`src/rtl/control_sequencer.sv`:
```
// Multi-cycle control FSM for a simple accumulator CPU: fetch, IR load, decode,
// execute/memory/write-back, with ready handshakes and an optional wait timeout.
module control_sequencer #(
  parameter int unsigned WAIT_LIMIT = 0
) (
  input  logic       clk,
  input  logic       reset_ir,
  input  logic       run,
  input  logic [3:0] ir_opcode,
  input  logic       zero_flag,
  input  logic       carry_flag,
  input  logic       imem_ready,
  input  logic       dmem_ready,
  output logic       REIR,
  output logic       pc_inc,
  output logic       pc_load,
  output logic       imem_rd,
  output logic       dmem_rd,
  output logic       dmem_wr,
  output logic       acc_we,
  output logic [1:0] acc_src,
  output logic [2:0] alu_op,
  output logic       flags_we,
  output logic       illegal,
  output logic       bus_err,
  output logic       halted,
  output logic [2:0] state
);

  typedef enum logic [2:0] {
    StIdle   = 3'd0,
    StFetch  = 3'd1,
    StLoad   = 3'd2,
    StDecode = 3'd3,
    StExec   = 3'd4,
    StMem    = 3'd5,
    StWb     = 3'd6,
    StHalt   = 3'd7
  } state_e;

  localparam logic [3:0] OpNop = 4'h0;
  localparam logic [3:0] OpLdi = 4'h1;
  localparam logic [3:0] OpLda = 4'h2;
  localparam logic [3:0] OpSta = 4'h3;
  localparam logic [3:0] OpAdd = 4'h4;
  localparam logic [3:0] OpSub = 4'h5;
  localparam logic [3:0] OpAnd = 4'h6;
  localparam logic [3:0] OpOr  = 4'h7;
  localparam logic [3:0] OpJmp = 4'h8;
  localparam logic [3:0] OpJz  = 4'h9;
  localparam logic [3:0] OpJc  = 4'hA;
  localparam logic [3:0] OpHlt = 4'hF;

  localparam logic [8:0] WaitLimit = 9'(WAIT_LIMIT);

  state_e     state_q, state_d;
  logic [7:0] wait_q, wait_d;
  logic       bus_err_q, bus_err_d;
  logic       waiting;
  logic       timeout;
  state_e     fetch_or_idle;

  // A cycle spent in FETCH/MEM without the matching ready counts as a wait cycle.
  assign waiting = ((state_q == StFetch) && !imem_ready) || ((state_q == StMem) && !dmem_ready);
  // Fires in the WAIT_LIMIT-th consecutive wait cycle.
  assign timeout = waiting && (WaitLimit != 9'd0) && (({1'b0, wait_q} + 9'd1) >= WaitLimit);
  assign fetch_or_idle = run ? StFetch : StIdle;

  always_ff @(posedge clk or posedge reset_ir) begin
    if (reset_ir) begin
      state_q   <= StIdle;
      wait_q    <= 8'd0;
      bus_err_q <= 1'b0;
    end else begin
      state_q   <= state_d;
      wait_q    <= wait_d;
      bus_err_q <= bus_err_d;
    end
  end

  always_comb begin
    state_d   = state_q;
    bus_err_d = bus_err_q | timeout;
    wait_d    = 8'd0;
    if (waiting && (wait_q != 8'hFF)) begin
      wait_d = wait_q + 8'd1;
    end else if (waiting) begin
      wait_d = wait_q;
    end

    unique case (state_q)
      StIdle: begin
        if (run) state_d = StFetch;
      end
      StFetch: begin
        if (imem_ready)   state_d = StLoad;
        else if (timeout) state_d = StHalt;
      end
      StLoad: state_d = StDecode;
      StDecode: begin
        case (ir_opcode)
          OpNop:                               state_d = fetch_or_idle;
          OpLdi, OpJmp, OpJz, OpJc:            state_d = StExec;
          OpLda, OpSta, OpAdd, OpSub, OpAnd,
          OpOr:                                state_d = StMem;
          OpHlt:                               state_d = StHalt;
          default:                             state_d = fetch_or_idle;
        endcase
      end
      StExec: state_d = fetch_or_idle;
      StMem: begin
        if (dmem_ready)   state_d = (ir_opcode == OpSta) ? fetch_or_idle : StWb;
        else if (timeout) state_d = StHalt;
      end
      StWb:   state_d = fetch_or_idle;
      StHalt: state_d = StHalt;
      default: state_d = StIdle;
    endcase
  end

  always_comb begin
    REIR     = 1'b0;
    pc_inc   = 1'b0;
    pc_load  = 1'b0;
    imem_rd  = 1'b0;
    dmem_rd  = 1'b0;
    dmem_wr  = 1'b0;
    acc_we   = 1'b0;
    acc_src  = 2'b00;
    alu_op   = 3'b000;
    flags_we = 1'b0;
    illegal  = 1'b0;
    halted   = 1'b0;

    unique case (state_q)
      StIdle: ;
      StFetch: imem_rd = 1'b1;
      StLoad: begin
        REIR   = 1'b1;
        pc_inc = 1'b1;
      end
      StDecode: begin
        illegal = (ir_opcode >= 4'hB) && (ir_opcode <= 4'hE);
      end
      StExec: begin
        case (ir_opcode)
          OpLdi: begin
            acc_we  = 1'b1;
            acc_src = 2'b10;
          end
          OpJmp:   pc_load = 1'b1;
          OpJz:    pc_load = zero_flag;
          OpJc:    pc_load = carry_flag;
          default: ;
        endcase
      end
      StMem: begin
        if (ir_opcode == OpSta) dmem_wr = 1'b1;
        else                    dmem_rd = 1'b1;
      end
      StWb: begin
        acc_we = 1'b1;
        if (ir_opcode == OpLda) begin
          acc_src = 2'b01;
        end else begin
          acc_src  = 2'b00;
          alu_op   = {1'b0, ir_opcode[1:0]};
          flags_we = 1'b1;
        end
      end
      StHalt: halted = 1'b1;
      default: ;
    endcase
  end

  assign bus_err = bus_err_q;
  assign state   = state_q;

endmodule

```
`config.mk`:
```
export PLATFORM = sky130hd
export DESIGN_NAME = control_sequencer
export DESIGN_NICKNAME = d
export VERILOG_FILES = /design/src/rtl/control_sequencer.sv
export SDC_FILE = /design/constraint.sdc
export NUM_CORES = 1
export LEC_CHECK = 0
export CORE_MARGIN = 2
export CORE_UTILIZATION = 32
export DETAILED_ROUTE_END_ITERATION = 10
export HOLD_SLACK_MARGIN = 0.03
export PLACE_DENSITY_LB_ADDON = 0.1
export SYNTH_ARGS = -nofsm -noshare
export SYNTH_HDL_FRONTEND = slang
export SYNTH_SLANG_ARGS = --single-unit
```
`constraint.sdc`:
```
create_clock -name clk -period 1.2 [get_ports clk]
set_clock_uncertainty 0.05 [all_clocks]
set_input_delay 0.12 -clock clk [delete_from_list [all_inputs] [get_ports clk]]
set_output_delay 0.12 -clock clk [all_outputs]
set_load 0.005 [all_outputs]
```
==> qor.yml <==
hold_start: "ir_opcode[3]"
grt_remaining_overflow: 0
endpoint_kind: "output port"
p_leak_nw: 0.569
grt_max_degree: 10
post-route-period-util_pct: 127
clk_transition_reported_paths_ns: 0.04
synth-seq-area-share_pct: 15.5
hold_violations: 0
use_met3_pct: 2.55
final_util_pct: 84.3
r2r_end: "state[0]$_DFFE_PP0P_"
rr_startpoint: "state[2]$_DFFE_PP0P_"
rrSetupSlack_ns: -0.24
cp_max_fo: 4
ys_seq_elements: 3
crit_family: "flip-flops"
min_path_type: "input pin to flop"
hold_path_end: "state[1]$_DFFE_PP0P_"
met2_usage_pct: 43.6
grt_pass1_wl_microns: 3390
startpoint_type: "flop"
violations: "setup timing"
drt_iter0_drc: 15
n_fill_cell: 88
ios: 30
row_count: 14
dieWidth_microns: 42.9
critPathBufInv: 2
fmax_mhz: 656
ir_drop_v: 0.00202
viasPerCell: 5.34
synth.distinct_cells: 36
core_sq_um: 1450
holdPathStages: 3
setup_viol: 17
total_power_mw: 2.28
initial_core_util_pct: 33.3
top_usage_layer: "met2"
numPortBuffers: 27
fin_ws_ns: -0.324
drv_slew: 0
diodes: 0
synth_cells: 69
met1_usage_pct: 28.8
nNetsFinal: 144
area_growth_pct: 153
netlist.area_leader.share_pct: 15.5
synth_area_per_cell_sq_um: 7.02
status: "finished, violations left"
yosys-top-cells-area: "dfrtp_1, a21oi_1, buf_2"
rr_worst_depth: 5
h-tree-depth: 1
globalplace.congestion: 0.775
grt_pass1_vias: 765
synth_area_sq_um: 484
die_h_microns: 42.9
dp_hpwl_microns: 1320
crit_chain: "buf_6 > nand2b_4 > nor4_4 > buf_2"
vias: 790
ant_nets: 0
hold_slack_ns: 0.330
dr.pass1.iters: 4
crit_type: "flop to output port"
route.detailed.drc: 0
antenna_found_initial: 0
routedWlPerCell_microns: 16.3
cp.required_ns: 1.03
clock-root-buffer: "clkbuf_4"
cts_tree: "yes"
p_per_area_nw_per_um2: 1860
fin_crit_ns: 1.52
die-area_sq_um: 1840
rsz0062_at_grt: "yes"
routed_wl_microns: 2410
synth_top_area_cell: "dfrtp_1"
cts_made_buffers: 3
track_usage_pct: 24.4
cp.arrival_ns: 1.35
cts_buffer_depth: 2
numClockSinks: 3
cpPeakStageDelay_ns: 0.44
largest_reg_flops: 3
clk_latency_ns: 0.24
cap_viol_max_count: 0
slowest_stage: "dfrtp_2"
drive_above_1_share_pct: 68.9
yosysWarningCount: 0
[power breakdown]
group	switching (mW)	total (mW)	internal [mW]
clock network	0.0572	0.182	0.125
logic	0.772	1.87	1.09
registers	0.0783	0.236	0.158
total	0.907	2.28	1.38
[synthesized netlist by cell type, drive strengths merged]
cell     number
buf          10
a21oi         9
nand2         5
nor2          5
nor3          5
inv           4
dfrtp         3
nand2b        3
nor4          3
a21boi        2
nand3b        2
a2111oi       1
a21o          1
a41oi         1
and3          1
and4bb        1
conb          1
mux2i         1
nand3         1
nand4bb       1
nor2b         1
nor3b         1
o211ai        1
o21ai         1
o22ai         1
o2bb2ai       1
o32ai         1
or4           1
xnor2         1
[area by class of cell]
| type | instances | area, sq um | share of cell area, % |
|---|---|---|---|
| clock buffer | 4 | 26.3 | 2.14 |
| sequential | 3 | 77.6 | 6.33 |
| inverter | 4 | 17.5 | 1.43 |
| tap | 16 | 20.0 | 1.63 |
| multi-input combinational | 53 | 507 | 41.3 |
| timing repair buffer | 68 | 578 | 47.1 |
[worst max-delay path by stage]
stage / from / endpoint / cells after the start
2_1_floorplan: state[0]$_DFFE_PP0P_ / pc_load / 3
3_3_place_gp: ir_opcode[0] / acc_we / 5
3_5_place_dp: ir_opcode[0] / acc_we / 5
4_1_cts: state[0]$_DFFE_PP0P_ / pc_load / 4
5_1_grt: state[2]$_DFFE_PP0P_ / illegal / 4
6_report: state[0]$_DFFE_PP0P_ / pc_load / 4
[cells by family after synthesis]
kind of cell,after synthesis,share of synthesized area [%]
and+or+nand+nor,30,37.2
AOI/OAI and AO/OA,19,25.8
muxes,1,2.07
DFF,3,15.5
buffers and inverters,14,16.8
xor gates and xnor gates,1,1.81
other,1,0.774
[tightest hold or removal path, cell delays in order]
cell,delay [ns]
clkbuf_2,0.15
a41oi_2,0.23
nor4_2,0.06
[layer usage]
metal  share of wire [%]  routed length (microns)  up-vias
met2                  55                     1320       33
li1                    -                        -      373
met3                 5.8                      139        2
met5                   0                        0        -
met4                0.41                       10        0
met1                  39                      942      382
[timing repair]
item / CTS / global route
endpoints found under the hold margin: 3 / 0
cloned: 0 / 0
pin swaps: 11 / 7
resized for setup: 87 / 30
setup buffers: 11 / 6
hold buffers: 1 / 0
setup endpoints to repair: 20 / 20
[through the flow]
stage	instance area, sq um	worst slack (ns)	instances	TNS (ns)
2_1_floorplan	559	0.00561	70	0
3_3_place_gp	977	-0.824	130	-8.93
3_5_place_dp	977	-0.851	130	-9.23
4_1_cts	1110	-0.317	145	-3.37
5_1_grt	1230	-0.372	148	-4.09
6_report	1230	-0.324	148	-3.22
[cell usage in the layout (no fill, tap or decap), types with 2 or more instances in the layout]
cell / Yosys / routed
nor3_2: 1 / 3
nor3_4: 0 / 2
nor4_2: 0 / 2
clkbuf_4: 0 / 3
nand2_1: 5 / 3
clkbuf_2: 0 / 2
buf_4: 3 / 23
clkdlybuf4s50_1: 0 / 6
nor2_1: 5 / 2
inv_2: 1 / 2
clkdlybuf4s15_1: 0 / 2
a21oi_1: 8 / 6
nor2_2: 0 / 3
conb_1: 1 / 2
a21oi_2: 1 / 3
dlygate4sd2_1: 0 / 2
nand3b_1: 2 / 2
buf_6: 1 / 18
dfrtp_2: 0 / 2
nand2b_4: 0 / 2
buf_2: 6 / 13
Power figures use the tool's default switching activity.
